--- src/rtl/work_pkg.sv ---
// rtl/work_pkg.sv - shared widths, job field offsets and FSM state for work_loader
package work_pkg;
  localparam int WORD_W         = 32;
  localparam int DEFAULT_WORDS  = 11;
  localparam int MIDSTATE_WORDS = 8;
  localparam int TAIL_WORDS     = 3;
  localparam int MIDSTATE_LSB   = 0;
  localparam int MIDSTATE_BITS  = MIDSTATE_WORDS * WORD_W;
  localparam int TAIL_LSB       = MIDSTATE_LSB + MIDSTATE_BITS;
  localparam int TAIL_BITS      = TAIL_WORDS * WORD_W;

  typedef enum logic {
    FILL = 1'b0,
    HOLD = 1'b1
  } state_t;
endpackage

--- src/rtl/frame_timer.sv ---
// rtl/frame_timer.sv - inter-word idle counter; expired flags the cycle the count reaches TIMEOUT_CYCLES-1
module frame_timer #(
  parameter int TIMEOUT_CYCLES = 1000000
) (
  input  logic clk,
  input  logic rst_n,
  input  logic run,
  input  logic clear,
  output logic expired
);
  localparam int CW = $clog2(TIMEOUT_CYCLES);

  logic [CW-1:0] count;

  assign expired = run && (count == CW'(TIMEOUT_CYCLES - 1));

  always_ff @(posedge clk or negedge rst_n) begin
    if (!rst_n) begin
      count <= '0;
    end else if (clear || !run || expired) begin
      count <= '0;
    end else begin
      count <= count + 1'b1;
    end
  end
endmodule

--- src/rtl/work_loader.sv ---
// rtl/work_loader.sv - assembles WORDS received words into one job held on a valid/ready output
// Optional stale-frame discard is built when WORK_LOADER_TIMEOUT_EN is defined.
module work_loader
  import work_pkg::*;
#(
  parameter int WORDS          = DEFAULT_WORDS,
  parameter int TIMEOUT_CYCLES = 1000000
) (
  input  logic                         clk,
  input  logic                         rst_n,
  input  logic [WORD_W-1:0]            in_data,
  input  logic                         in_valid,
  output logic                         in_ack,
  output logic [WORD_W*WORDS-1:0]      job_data,
  output logic                         job_valid,
  input  logic                         job_ready,
  output logic [$clog2(WORDS+1)-1:0]   fill_level,
  output logic                         frame_err
);
  localparam int FW = $clog2(WORDS + 1);

  state_t state;
  logic   accept;
  logic   expired;

  assign in_ack    = (state == FILL);
  assign job_valid = (state == HOLD);
  assign accept    = in_valid && (state == FILL);

`ifdef WORK_LOADER_TIMEOUT_EN
  frame_timer #(
    .TIMEOUT_CYCLES(TIMEOUT_CYCLES)
  ) u_frame_timer (
    .clk    (clk),
    .rst_n  (rst_n),
    .run    ((state == FILL) && (fill_level != '0)),
    .clear  (accept),
    .expired(expired)
  );

  // A word arriving on the expiry cycle keeps the frame alive.
  always_ff @(posedge clk or negedge rst_n) begin
    if (!rst_n) begin
      frame_err <= 1'b0;
    end else begin
      frame_err <= expired && !accept;
    end
  end
`else
  logic unused_timeout;
  assign unused_timeout = (TIMEOUT_CYCLES >= 4000);
  assign expired        = 1'b0;
  assign frame_err      = 1'b0;
`endif

  always_ff @(posedge clk or negedge rst_n) begin
    if (!rst_n) begin
      state      <= FILL;
      fill_level <= '0;
      job_data   <= '0;
    end else begin
      case (state)
        FILL: begin
          if (accept) begin
            for (int k = 0; k < WORDS; k++) begin
              if (fill_level == FW'(k)) begin
                job_data[k*WORD_W +: WORD_W] <= in_data;
              end
            end
            if (fill_level == FW'(WORDS - 1)) begin
              state      <= HOLD;
              fill_level <= FW'(WORDS);
            end else begin
              fill_level <= fill_level + 1'b1;
            end
          end else if (expired) begin
            fill_level <= '0;
          end
        end
        HOLD: begin
          if (job_ready) begin
            state      <= FILL;
            fill_level <= '0;
          end
        end
        default: begin
          state      <= FILL;
          fill_level <= '0;
        end
      endcase
    end
  end
endmodule

--- config.mk ---
export PLATFORM = sky130hd
export DESIGN_NAME = work_loader
export DESIGN_NICKNAME = d
export VERILOG_FILES = /design/src/rtl/work_pkg.sv /design/src/rtl/frame_timer.sv /design/src/rtl/work_loader.sv
export SDC_FILE = /design/constraint.sdc
export NUM_CORES = 1
export LEC_CHECK = 0
export BUFFER_PORTS_ARGS = -buffer_cell sky130_fd_sc_hd__buf_4
export CORE_ASPECT_RATIO = 1.2
export CORE_MARGIN = 1.5
export CORE_UTILIZATION = 35
export CTS_CLUSTER_DIAMETER = 120
export CTS_CLUSTER_SIZE = 10
export DETAILED_ROUTE_END_ITERATION = 8
export GPL_ROUTABILITY_DRIVEN = 0
export PLACE_DENSITY = 0.64
export SYNTH_ARGS = -nofsm -noshare
export SYNTH_HDL_FRONTEND = slang
export SYNTH_SLANG_ARGS = --single-unit
--- constraint.sdc ---
create_clock -name clk -period 5.2 [get_ports clk]
set_input_delay 0.52 -clock clk [delete_from_list [all_inputs] [get_ports clk]]
set_output_delay 0.52 -clock clk [all_outputs]
set_load 0.005 [all_outputs]
==> results of run 1 <==
sequential cells by signal, indices dropped and copies added (netlist names):
name        cells
job_data      352
fill_level      4
job_valid       1
per-stage QoR:
step	power [W]	util	worst slack (ps)	instances
after floorplan	0.00660	-	3490	821
after global placement	0.00937	0.444	2700	1633
after detailed placement	0.00949	0.444	2620	1633
after CTS	0.0121	0.473	2680	1678
after global routing	0.0126	0.473	2550	1678
final	0.0119	0.473	2720	1678
report_power, final:
group | switching (W) | internal (W)
Combinational | 0.00168 | 0.00281
Clock | 0.00106 | 0.00145
Sequential | 0.000752 | 0.00414
Total | 0.00350 | 0.00840
worst max-delay path by stage:
stage	startpoint	end	cells past startpoint
3_5_place_dp	in_valid	job_data[5]$_DFFE_PN0P_	5
6_report	fill_level[2]$_DFFE_PN0P_	job_data[5]$_DFFE_PN0P_	4
4_1_cts	fill_level[2]$_DFFE_PN0P_	job_data[5]$_DFFE_PN0P_	4
3_3_place_gp	in_valid	job_data[0]$_DFFE_PN0P_	5
2_1_floorplan	fill_level[0]$_DFFE_PN0P_	job_data[257]$_DFFE_PN0P_	6
5_1_grt	fill_level[1]$_DFFE_PN0P_	job_data[294]$_DFFE_PN0P_	5
worst max-delay path, stage by stage, from the launching register on:
cell	delay [ps]
sky130_fd_sc_hd__dfrtp_1	560
sky130_fd_sc_hd__nor3b_2	320
sky130_fd_sc_hd__nand3_2	660
sky130_fd_sc_hd__buf_4	470
sky130_fd_sc_hd__mux2_1	330
kinds of logic after synthesis:
kind of cell             after synthesis  share of synthesized area
AND/OR/NAND/NOR                       24                     0.0145
other                                  1                   0.000275
adder cells (fa/ha/maj)                4                    0.00368
multiplexers                         354                      0.293
flip-flops                           357                      0.656
AO/OA/AOI/OAI                          6                    0.00266
buffers and inverters                 73                     0.0289
XOR/XNOR                               2                    0.00129
synth_stat cells, drive strengths merged:
master	count	share of area
ha	4	0.0037
mux2i	2	0.0015
conb	1	0.00028
a21oi	1	0.00037
nor3b	2	0.0023
o311ai	1	0.00064
xor2	2	0.0013
nand3	4	0.0022
o22ai	2	0.00092
nor3	1	0.00074
nor2b	1	0.00046
dfrtp	357	0.66
inv	3	0.00083
o21ai	2	0.00074
nor2	2	0.0013
nand3b	2	0.0020
mux2	352	0.29
and4bb	1	0.00092
nand2b	1	0.00046
clkbuf	32	0.0088
nand2	7	0.0023
buf	38	0.019
nand4	3	0.0018
per-layer routing:
metal / up-vias / track usage / part of all wire
met2: 283 / 0.325 / 0.49
met3: 65 / 0.0541 / 0.068
li1: 3604 / - / -
met5: - / 0 / 0
met1: 4345 / 0.240 / 0.41
met4: 0 / 0.0702 / 0.031
area by class of cell:
type	instances	area, um^2	area share
Clock buffer	43	1080	0.0598
Clock inverter	2	13.8	0.000764
Inverter	3	11.3	0.000625
Multi-Input combinational cell	391	4320	0.240
Sequential cell	357	8930	0.496
Tap cell	480	601	0.0334
Timing Repair Buffer	402	3050	0.169
==> results_tabular.tex, run 1 <==
\begin{tabular}{lr}
\hline
Metric & Value \\
\hline
\multicolumn{2}{l}{\textbf{Status}} \\
\quad Status & complete, no violations \\
\multicolumn{2}{l}{\textbf{Die}} \\
\quad Die Footprint & 40100 um\^{}2 \\
\quad Die Width & 183 um \\
\quad Number of rows in the core area & 78 \\
\quad Number of placed I/O pins & 395 \\
\quad Initial cell density of the core & 0.358 \\
\quad CORE AREA & 38100 um\^{}2 \\
\quad Overall die height & 219 um \\
\multicolumn{2}{l}{\textbf{Global route}} \\
\quad Overflow after GRT & 0 \\
\quad First-pass GRT wire length & 57700 um \\
\quad Aggregate global-route resource usage & 0.194 \\
\quad Number of global-route vias before repair & 8670 \\
\quad Maximum number of pins on one net before global-route repair & 157 \\
\quad Initial antenna violation count & 1 \\
\multicolumn{2}{l}{\textbf{Clock tree}} \\
\quad CTS root buffer & sky130\_fd\_sc\_hd\_\_clkbuf\_16 \\
\quad Clock net sink count & 357 \\
\quad CTS tree & built \\
\quad Max Buffers Root-to-Sink & 3 \\
\quad Clock transition at path regs & 60 ps \\
\quad CTS hold repair buffers & 0 \\
\quad Total CTS buffers & 41 \\
\quad Gates resized, CTS repair & 0 \\
\quad Total number of H-tree levels & 2 \\
\quad Clock Latency Late Sink & 540 ps \\
\quad Number of buffers inserted by post-CTS setup repair & 0 \\
\multicolumn{2}{l}{\textbf{Setup path}} \\
\quad Startpoint type of the worst setup path & flop \\
\quad Maximum fanout encountered on the critical timing path & 21 \\
\quad CP Capture Type & flop \\
\quad Worst setup slack for register-to-register paths & 2720 ps \\
\quad R2r worst-path depth & 4 \\
\quad Endpoint of the worst-slack reg-to-reg timing path & job\_data[5]\$\_DFFE\_PN0P\_ \\
\quad Worst path arrival time & 2890 ps \\
\quad Crit path kind & flop to flop \\
\quad Data required time at the worst endpoint & 5610 ps \\
\quad Reg-to-reg startpoint & fill\_level[2]\$\_DFFE\_PN0P\_ \\
\multicolumn{2}{l}{\textbf{Final layout}} \\
\quad Commonest non-fill, non-tap cell in the layout & sky130\_fd\_sc\_hd\_\_buf\_4 \\
\quad Number of nets at the end of the flow & 1236 \\
\quad Non-Filler Cell Area, Final & 18000 um\^{}2 \\
\quad Area added between synthesis and finish & 32.2\% \\
\quad Top library cells by usage in the layout, fill and taps aside & sky130\_fd\_sc\_hd\_\_buf\_4 (399), sky130\_fd\_sc\_hd\_\_dfrtp\_1 (357), sky130\_fd\_sc\_hd\_\_mux2\_2 (337) \\
\quad Fraction of layout instances using a drive strength above 1 & 0.666 \\
\quad \# diodes & 0 \\
\quad Number of fill cells in the layout & 3377 \\
\multicolumn{2}{l}{\textbf{STA}} \\
\quad Total negative setup slack & 0 ps \\
\quad Max-slew headroom at the worst pin & 0.332 \\
\quad Smallest hold slack & 38.9 ps \\
\quad Least-Margin Pin Slew & 1000 ps \\
\quad Unrepaired setup endpoints after global routing & no \\
\quad Final hold viol count & 0 \\
\quad Fin crit share & 0.478 \\
\quad Fin. max-slew vios & 0 \\
\quad Final setup violation count & 0 \\
\quad Peak Freq & 0.403 GHz \\
\quad Final min period & 2480 ps \\
\quad Clk\_skew & 14.2 ps \\
\multicolumn{2}{l}{\textbf{Logic synthesis}} \\
\quad Net count after synthesis & 861 \\
\quad Mean cell area of the mapped netlist & 16.6 um\^{}2 \\
\quad Post-synthesis instance area & 13600 um\^{}2 \\
\quad Total of flip-flops plus latches after synthesis & 357 \\
\quad Distinct cells, synth & 32 \\
\quad Seq/Total Area, Yosys & 0.656 \\
\quad Gate count of the mapped netlist & 821 \\
\quad Count of warnings emitted by yosys & 0 \\
\multicolumn{2}{l}{\textbf{Drt}} \\
\quad Vias per inst & 4.94 \\
\quad Antenna Nets Post-Route & 0 \\
\quad DRC violation count after routing & 0 \\
\quad DRT Wirelength & 38800 um \\
\quad Number of detailed-routing iterations run before antenna repair & 4 \\
\quad Detailed Route Iter0 Violations & 280 \\
\quad Wire per inst & 23.1 um \\
\quad Via count & 8297 \\
\multicolumn{2}{l}{\textbf{Power and ir drop}} \\
\quad Total leakage power & 8.62 nW \\
\quad IR Drop Worst-Case VDD & 329 uV \\
\quad Cell Pwr Density & 661 nW/um\^{}2 \\
\multicolumn{2}{l}{\textbf{Place}} \\
\quad Number of port buffers & 393 \\
\quad HPWL reported at the end of detailed placement & 26400 um \\
\quad Cell area after placement & 16900 um\^{}2 \\
\multicolumn{2}{l}{\textbf{Min path}} \\
\quad Worst hold-check path type & primary input to asynchronous set/reset pin \\
\multicolumn{2}{l}{\textbf{Run}} \\
\quad Maximum capacitance violations & 0 \\
\hline
\end{tabular}
No activity file was read; power rests on OpenSTA's default activity.
==> inputs of run 2 (changes only) <==
- clock period: 5.2 -> 2.55 ns (I/O delays scaled with it)
==> results_tabular.tex, run 2 (synthesis results as in run 1) <==
\begin{tabular}{lr}
\hline
Metric & Value \\
\hline
\multicolumn{2}{l}{\textbf{Status}} \\
\quad Status & complete, no violations \\
\multicolumn{2}{l}{\textbf{Clock tree}} \\
\quad Clock net sink count & 357 (unchanged) \\
\quad Gates resized, CTS repair & 0 (unchanged) \\
\quad CTS hold repair buffers & 2 (+2) \\
\quad Total CTS buffers & 41 (unchanged) \\
\quad Clock transition at path regs & 60 ps (about the same) \\
\quad Max Buffers Root-to-Sink & 3 (unchanged) \\
\quad Number of buffers inserted by post-CTS setup repair & 0 (unchanged) \\
\quad CTS tree & built \\
\quad Total number of H-tree levels & 2 (unchanged) \\
\quad Clock Latency Late Sink & 530 ps (about the same) \\
\quad CTS root buffer & sky130\_fd\_sc\_hd\_\_clkbuf\_16 \\
\multicolumn{2}{l}{\textbf{STA}} \\
\quad Total negative setup slack & 0 ps (unchanged) \\
\quad Fin. max-slew vios & 0 (unchanged) \\
\quad Least-Margin Pin Slew & 728 ps (-273 ps) \\
\quad Max-slew headroom at the worst pin & 0.514 (+0.183) \\
\quad Clk\_skew & 13.6 ps (-0.577 ps) \\
\quad Peak Freq & 0.485 GHz (+20\%) \\
\quad Final hold viol count & 0 (unchanged) \\
\quad Fin crit share & 0.809 (+0.331) \\
\quad Final min period & 2060 ps (-422 ps) \\
\quad Final setup violation count & 0 (unchanged) \\
\quad Unrepaired setup endpoints after global routing & no \\
\multicolumn{2}{l}{\textbf{Place}} \\
\quad Cell area after placement & 17200 um\^{}2 (+1.8\%) \\
\quad HPWL reported at the end of detailed placement & 27600 um (+4.7\%) \\
\quad Number of port buffers & 393 (unchanged) \\
\quad Number of cells after detailed placement & 1657 (+1.5\%) \\
\multicolumn{2}{l}{\textbf{Drt}} \\
\quad Detailed Route Iter0 Violations & 262 (-6.4\%) \\
\quad Number of detailed-routing iterations run before antenna repair & 4 (unchanged) \\
\quad Vias per inst & 4.90 (-0.89\%) \\
\quad Wire per inst & 23.0 um (-0.63\%) \\
\quad DRC violation count after routing & 0 (unchanged) \\
\quad Via count & 8336 (+0.47\%) \\
\quad DRT Wirelength & 39100 um (+0.73\%) \\
\quad Antenna Nets Post-Route & 0 (unchanged) \\
\multicolumn{2}{l}{\textbf{Setup path}} \\
\quad Endpoint of the worst-slack reg-to-reg timing path & job\_data[28]\$\_DFFE\_PN0P\_ \\
\quad Data required time at the worst endpoint & 2950 ps (-2660 ps) \\
\quad Worst setup slack for register-to-register paths & 490 ps (-2230 ps) \\
\quad CP Capture Type & flop \\
\quad Reg-to-reg startpoint & job\_valid\$\_DFF\_PN0\_ \\
\quad Crit path kind & flop to flop \\
\quad Worst path arrival time & 2460 ps (-430 ps) \\
\quad Startpoint type of the worst setup path & flop \\
\quad Maximum fanout encountered on the critical timing path & 13 (-38\%) \\
\quad R2r worst-path depth & 4 (unchanged) \\
\multicolumn{2}{l}{\textbf{Final layout}} \\
\quad Number of nets at the end of the flow & 1262 (+2.1\%) \\
\quad Commonest non-fill, non-tap cell in the layout & sky130\_fd\_sc\_hd\_\_buf\_4 \\
\quad Area added between synthesis and finish & 34.2\% \\
\quad Top reg by flops & job\_data \\
\quad Fraction of layout instances using a drive strength above 1 & 0.671 (+0.00465) \\
\quad Top library cells by usage in the layout, fill and taps aside & sky130\_fd\_sc\_hd\_\_buf\_4 (413), sky130\_fd\_sc\_hd\_\_dfrtp\_1 (357), sky130\_fd\_sc\_hd\_\_mux2\_2 (337) \\
\quad Flip-flop count of the largest register after layout & 352 (unchanged) \\
\quad Total area of multi-input combinational cells & 4320 um\^{}2 (unchanged) \\
\quad \# diodes & 0 (unchanged) \\
\quad Number of standard cells in the final layout excluding fillers & 1701 (+1.4\%) \\
\quad Non-Filler Cell Area, Final & 18300 um\^{}2 (+1.5\%) \\
\quad Flip-flop and latch area & 8930 um\^{}2 (unchanged) \\
\quad Number of fill cells in the layout & 3381 (+0.12\%) \\
\multicolumn{2}{l}{\textbf{Die}} \\
\quad Die Footprint & 40100 um\^{}2 (unchanged) \\
\quad Overall die height & 219 um (unchanged) \\
\quad Initial cell density of the core & 0.358 (unchanged) \\
\quad Die Width & 183 um (unchanged) \\
\quad Number of placed I/O pins & 395 (unchanged) \\
\quad Number of rows in the core area & 78 (unchanged) \\
\quad CORE AREA & 38100 um\^{}2 (unchanged) \\
\multicolumn{2}{l}{\textbf{Global route}} \\
\quad Initial antenna violation count & 1 (unchanged) \\
\quad Maximum number of pins on one net before global-route repair & 80 (-49\%) \\
\quad First-pass GRT wire length & 57900 um (+0.47\%) \\
\quad Aggregate global-route resource usage & 0.195 (+0.000823) \\
\quad Overflow after GRT & 0 (unchanged) \\
\quad Number of global-route vias before repair & 8890 (+2.5\%) \\
\multicolumn{2}{l}{\textbf{Run}} \\
\quad Maximum capacitance violations & 0 (unchanged) \\
\multicolumn{2}{l}{\textbf{Power and ir drop}} \\
\quad Cell Pwr Density & 1320 nW/um\^{}2 (+100\%) \\
\quad IR Drop Worst-Case VDD & 709 uV (+120\%) \\
\quad Total leakage power & 8.77 nW (+1.7\%) \\
\multicolumn{2}{l}{\textbf{Min path}} \\
\quad Number of cells traversed by the worst hold path & 2 \\
\quad Startpoint of the tightest hold check path & in\_data[6] \\
\quad Min-Delay Endpoint & job\_data[198]\$\_DFFE\_PN0P\_ \\
\quad Worst hold-check path type & primary input to flop \\
\hline
\end{tabular}
[run 2: cell types whose count changed in the layout (fill, tap and decap cells not counted), sizes merged]
cell / change
inv: -1
buf: +24
clkbuf: -2
dlygate4sd3: +2
[run 2: metal layers]
metal | share of wire | wire length, um | GRT usage
met4 | 0.035 | 1350 | 0.0746
met1 | 0.40 | 15800 | 0.240
met5 | 0 | 0 | 0
met2 | 0.50 | 19400 | 0.328
met3 | 0.066 | 2590 | 0.0518
[run 2: final cells by class]
cell class	count	area share
inverter	3	0.000616
clock buffer	41	0.0562
clock inverter	1	0.000274
timing repair buffer	428	0.185
multi-input combinational	391	0.236
sequential	357	0.489
tap	480	0.0329
[run 2: worst max path at each step]
stage	cells past startpoint	to	from	slack, ps
detailed placement	4	job_data[28]$_DFFE_PN0P_	job_valid$_DFF_PN0_	460
floorplan	6	job_data[257]$_DFFE_PN0P_	fill_level[0]$_DFFE_PN0P_	840
finish	4	job_data[28]$_DFFE_PN0P_	job_valid$_DFF_PN0_	490
global route	4	job_data[20]$_DFFE_PN0P_	job_valid$_DFF_PN0_	360
CTS	4	job_data[28]$_DFFE_PN0P_	job_valid$_DFF_PN0_	460
global placement	4	job_data[5]$_DFFE_PN0P_	fill_level[3]$_DFFE_PN0P_	560
[run 2: through the flow]
step           hold WS, ps  setup slack, ps  total power, W  utilization
5_1_grt               48.0              357          0.0255        0.480
4_1_cts               26.3              456          0.0245        0.480
6_report              55.7              488          0.0241        0.480
2_1_floorplan        -40.6              842          0.0135            -
3_3_place_gp           336              558          0.0192        0.452
3_5_place_dp           345              464          0.0195        0.452
[run 2: power breakdown]
| group | switching [W] | total [W] | leakage (nW) | internal [W] |
|---|---|---|---|---|
| combinational | 0.00345 | 0.00926 | 3.89 | 0.00581 |
| clock | 0.00210 | 0.00492 | 0.509 | 0.00282 |
| sequential | 0.00152 | 0.00997 | 4.37 | 0.00845 |
[run 2: worst max-delay path, cell delays in order, from the launching register on]
cell and delay, ps:
sky130_fd_sc_hd__dfrtp_1 640, sky130_fd_sc_hd__inv_1 240, sky130_fd_sc_hd__nand3_2 440, sky130_fd_sc_hd__buf_4 270, sky130_fd_sc_hd__mux2_2 350
==> inputs of run 3 (changes only) <==
- ABC_AREA: default -> 1
- PLACE_DENSITY: 0.64 -> 0.66
- clock period: 2.55 -> 1.75 ns (I/O delays scaled with it)
==> results_tabular.tex, run 3 <==
\begin{tabular}{lr}
\hline
Metric & Value \\
\hline
\multicolumn{2}{l}{\textbf{Logic synthesis}} \\
\quad Proportion of netlist area held by the largest area contributor & 0.650 (-0.00580) \\
\quad Mean cell area of the mapped netlist & 8.70 um\^{}2 (-48\%) \\
\quad Total of flip-flops plus latches after synthesis & 357 (unchanged) \\
\quad Seq/Total Area, Yosys & 0.650 (-0.00580) \\
\quad Most area-consuming cells after synthesis & sky130\_fd\_sc\_hd\_\_dfrtp\_1 (65\%), sky130\_fd\_sc\_hd\_\_nand2\_1 (29\%), sky130\_fd\_sc\_hd\_\_buf\_2 (1.9\%), sky130\_fd\_sc\_hd\_\_clkbuf\_1 (1.2\%), sky130\_fd\_sc\_hd\_\_nand3\_1 (0.69\%) \\
\quad Post-synthesis instance area & 13700 um\^{}2 (+0.89\%) \\
\quad Asr flop ratio synth & 1.00 (unchanged) \\
\quad Net count after synthesis & 1620 (+88\%) \\
\quad Count of warnings emitted by yosys & 0 (unchanged) \\
\quad Most common flop cell mapped by yosys & sky130\_fd\_sc\_hd\_\_dfrtp\_1 \\
\quad Most frequently used cell type in the post-synthesis netlist & sky130\_fd\_sc\_hd\_\_nand2\_1 \\
\quad Leading cell types by count after synthesis & sky130\_fd\_sc\_hd\_\_nand2\_1 (1067), sky130\_fd\_sc\_hd\_\_dfrtp\_1 (357), sky130\_fd\_sc\_hd\_\_buf\_2 (52), sky130\_fd\_sc\_hd\_\_clkbuf\_1 (44), sky130\_fd\_sc\_hd\_\_nand3\_1 (19) \\
\quad Gate count of the mapped netlist & 1580 (+92\%) \\
\quad Cell taking the most area after synthesis & sky130\_fd\_sc\_hd\_\_dfrtp\_1 \\
\quad Distinct cells, synth & 17 (-47\%) \\
\quad Number of flops mapped to enable cells by yosys & 0 (unchanged) \\
\multicolumn{2}{l}{\textbf{Setup path}} \\
\quad Crit path kind & flop to flop \\
\quad Buf/Inv on CP & 2 (unchanged) \\
\quad Worst setup slack for register-to-register paths & 100 ps (-390 ps) \\
\quad Crit path max-delay family & simple AND/OR/NAND/NOR gates \\
\quad Cell Chain, Critical Path & buf\_4 -> ha\_1 -> nand3\_1 -> nor2\_2 -> buf\_4 -> nand2\_1 -> nand2\_1 \\
\quad Maximum fanout encountered on the critical timing path & 11 (-2) \\
\quad Data required time at the worst endpoint & 2220 ps (-730 ps) \\
\quad Critical Path Slowest Stage Cell & sky130\_fd\_sc\_hd\_\_dfrtp\_1 \\
\quad CP Capture Type & flop \\
\quad Worst path arrival time & 2110 ps (-350 ps) \\
\quad Delay contributed by the slowest stage of the critical path & 370 ps (-270 ps) \\
\quad Startpoint type of the worst setup path & flop \\
\multicolumn{2}{l}{\textbf{Clock tree}} \\
\quad Clock transition at path regs & 60 ps (about the same) \\
\quad Clock net sink count & 357 (unchanged) \\
\quad CTS tree & built \\
\quad Max Buffers Root-to-Sink & 3 (unchanged) \\
\quad Total CTS buffers & 41 (unchanged) \\
\quad Clock Latency Late Sink & 530 ps (about the same) \\
\quad Total number of H-tree levels & 2 (unchanged) \\
\quad CTS root buffer & sky130\_fd\_sc\_hd\_\_clkbuf\_16 \\
\multicolumn{2}{l}{\textbf{Final layout}} \\
\quad Top library cells by usage in the layout, fill and taps aside & sky130\_fd\_sc\_hd\_\_nand2\_1 (1067), sky130\_fd\_sc\_hd\_\_buf\_4 (437), sky130\_fd\_sc\_hd\_\_dfrtp\_1 (356) \\
\quad Top reg by flops & job\_data \\
\quad Flip-flop and latch area & 8930 um\^{}2 (about the same) \\
\quad Number of nets at the end of the flow & 2054 (+63\%) \\
\quad Area added between synthesis and finish & 38.8\% \\
\quad \# diodes & 0 (unchanged) \\
\quad Fraction of layout instances using a drive strength above 1 & 0.262 (-0.409) \\
\quad Post-Route Utilization & 0.492 (+0.0120) \\
\quad Total area of multi-input combinational cells & 4400 um\^{}2 (+1.8\%) \\
\quad Non-Filler Cell Area, Final & 19100 um\^{}2 (+4.3\%) \\
\quad Flip-flop count of the largest register after layout & 352 (unchanged) \\
\quad Number of fill cells in the layout & 3577 (+5.8\%) \\
\quad Commonest non-fill, non-tap cell in the layout & sky130\_fd\_sc\_hd\_\_nand2\_1 \\
\multicolumn{2}{l}{\textbf{Global route}} \\
\quad Most used routing layer in global routing & met2 \\
\quad Number of global-route vias before repair & 11837 (+33\%) \\
\quad Overflow after GRT & 0 (unchanged) \\
\quad Met3 Use GR & 0.0519 (+0.000117) \\
\quad Met1 usage & 0.284 (+0.0436) \\
\quad First-pass GRT wire length & 72000 um (+24\%) \\
\quad Maximum number of pins on one net before global-route repair & 51 (-36\%) \\
\quad Met2 demand-to-capacity share in global routing & 0.406 (+0.0783) \\
\quad Aggregate global-route resource usage & 0.238 (+0.0432) \\
\quad Initial antenna violation count & 0 (-1) \\
\multicolumn{2}{l}{\textbf{Die}} \\
\quad Die Footprint & 40500 um\^{}2 (+0.88\%) \\
\quad CORE AREA & 38700 um\^{}2 (+1.8\%) \\
\quad Die Width & 184 um (+0.44\%) \\
\quad Number of placed I/O pins & 395 (unchanged) \\
\quad Overall die height & 220 um (+0.44\%) \\
\quad Number of rows in the core area & 79 (+1.3\%) \\
\quad Initial cell density of the core & 0.355 (-0.00320) \\
\multicolumn{2}{l}{\textbf{Drt}} \\
\quad Via count & 12072 (+45\%) \\
\quad Detailed Route Iter0 Violations & 738 (+180\%) \\
\quad Wire per inst & 19.3 um (-16\%) \\
\quad DRC violation count after routing & 0 (unchanged) \\
\quad Antenna Nets Post-Route & 0 (unchanged) \\
\quad DRT Wirelength & 49000 um (+25\%) \\
\quad Number of detailed-routing iterations run before antenna repair & 5 (+1) \\
\quad Vias per inst & 4.75 (-3.0\%) \\
\multicolumn{2}{l}{\textbf{Place}} \\
\quad HPWL reported at the end of detailed placement & 34000 um (+23\%) \\
\quad Worst slack at placement & 33.1 ps (-431 ps) \\
\quad Cell area after placement & 17700 um\^{}2 (+2.5\%) \\
\quad Number of port buffers & 393 (unchanged) \\
\multicolumn{2}{l}{\textbf{STA}} \\
\quad Final setup violation count & 0 (unchanged) \\
\quad Peak Freq & 0.607 GHz (+25\%) \\
\quad Final min period & 1650 ps (-414 ps) \\
\quad Total negative setup slack & 0 ps (unchanged) \\
\quad Setup ws final & 102 ps (-386 ps) \\
\quad Clk\_skew & 9.80 ps (-3.84 ps) \\
\quad Final hold viol count & 0 (unchanged) \\
\quad Least-Margin Pin Slew & 510 ps (-219 ps) \\
\quad Fin crit share & 0.942 (+0.133) \\
\quad Max-slew headroom at the worst pin & 0.660 (+0.146) \\
\quad Fin. max-slew vios & 0 (unchanged) \\
\quad Unrepaired setup endpoints after global routing & no \\
\multicolumn{2}{l}{\textbf{Power and ir drop}} \\
\quad Cell Pwr Density & 1800 nW/um\^{}2 (+36\%) \\
\quad IR Drop Worst-Case VDD & 893 uV (+26\%) \\
\quad Total leakage power & 10.7 nW (+22\%) \\
\quad Overall power of the completed layout & 0.0343 W (+42\%) \\
\multicolumn{2}{l}{\textbf{Run}} \\
\quad Maximum capacitance violations & 0 (unchanged) \\
\multicolumn{2}{l}{\textbf{Status}} \\
\quad Status & complete, no violations \\
\multicolumn{2}{l}{\textbf{Min path}} \\
\quad Worst hold-check path type & primary input to flop \\
\hline
\end{tabular}
[run 3: layout make-up]
cell class	count	share of cell area
multi-input cells	1115	0.231
inverters	7	0.00138
clock buffers	41	0.0538
repair buffers	492	0.211
well taps	526	0.0345
flip-flops and latches	357	0.469
clock inverters	1	0.000263
[run 3: final timing paths]
check	startpoint	endpoint	depth (start not counted)
min in group asynchronous	rst_n	job_data[5]$_DFFE_PN0P_	2
min	in_valid	fill_level[3]$_DFFE_PN0P_	5
max	fill_level[0]$_DFFE_PN0P_	job_data[255]$_DFFE_PN0P_	7
max in group asynchronous	rst_n	job_data[58]$_DFFE_PN0P_	4
min reg2reg	job_data[177]$_DFFE_PN0P_	job_data[177]$_DFFE_PN0P_	2
max reg2reg	fill_level[0]$_DFFE_PN0P_	job_data[255]$_DFFE_PN0P_	7
[run 3: stage by stage]
stage / hold WS [ps] / cells
after floorplan: -121 / 1580
after global placement: 142 / 2462
after detailed placement: 152 / 2462
after CTS: 114 / 2538
after global routing: 168 / 2539
final: 157 / 2539
[run 3: what timing repair did]
item                       CTS  global route
hold endpoints to repair   487             0
hold buffers                34             0
setup endpoints to repair    0           168
buffers inserted             0             1
resized for setup            0             8
[run 3: logic make-up (layout without fill, tap and decap cells)]
| kind of cell | Yosys count | after routing | share of synthesized area |
|---|---|---|---|
| flops | 357 | 357 | 0.650 |
| simple gates | 1109 | 1109 | 0.310 |
| buf+inv | 108 | 541 | 0.0359 |
| compound gates | 1 | 1 | 0.000364 |
| other cells | 1 | 1 | 0.000273 |
| fa+ha+maj | 4 | 4 | 0.00364 |
[run 3: where the power goes]
part / switching [W] / total [W] / leakage, nW / internal (W)
Sequential: 0.00236 / 0.0143 / 4.55 / 0.0119
Combinational: 0.00630 / 0.0128 / 5.63 / 0.00648
Clock: 0.00311 / 0.00722 / 0.509 / 0.00411
[run 3: tightest hold or removal path, cell delays in order]
cell	delay [ps]
sky130_fd_sc_hd__buf_4	140
sky130_fd_sc_hd__inv_1	90
sky130_fd_sc_hd__nor2_4	90
sky130_fd_sc_hd__nand3_1	90
sky130_fd_sc_hd__nand2_1	50
[run 3: layer usage]
metal / wire, um / up-vias
met3: 3450 / 137
met4: 2440 / 0
met1: 18900 / 5840
met5: 0 / -
li1: - / 5566
met2: 24200 / 529
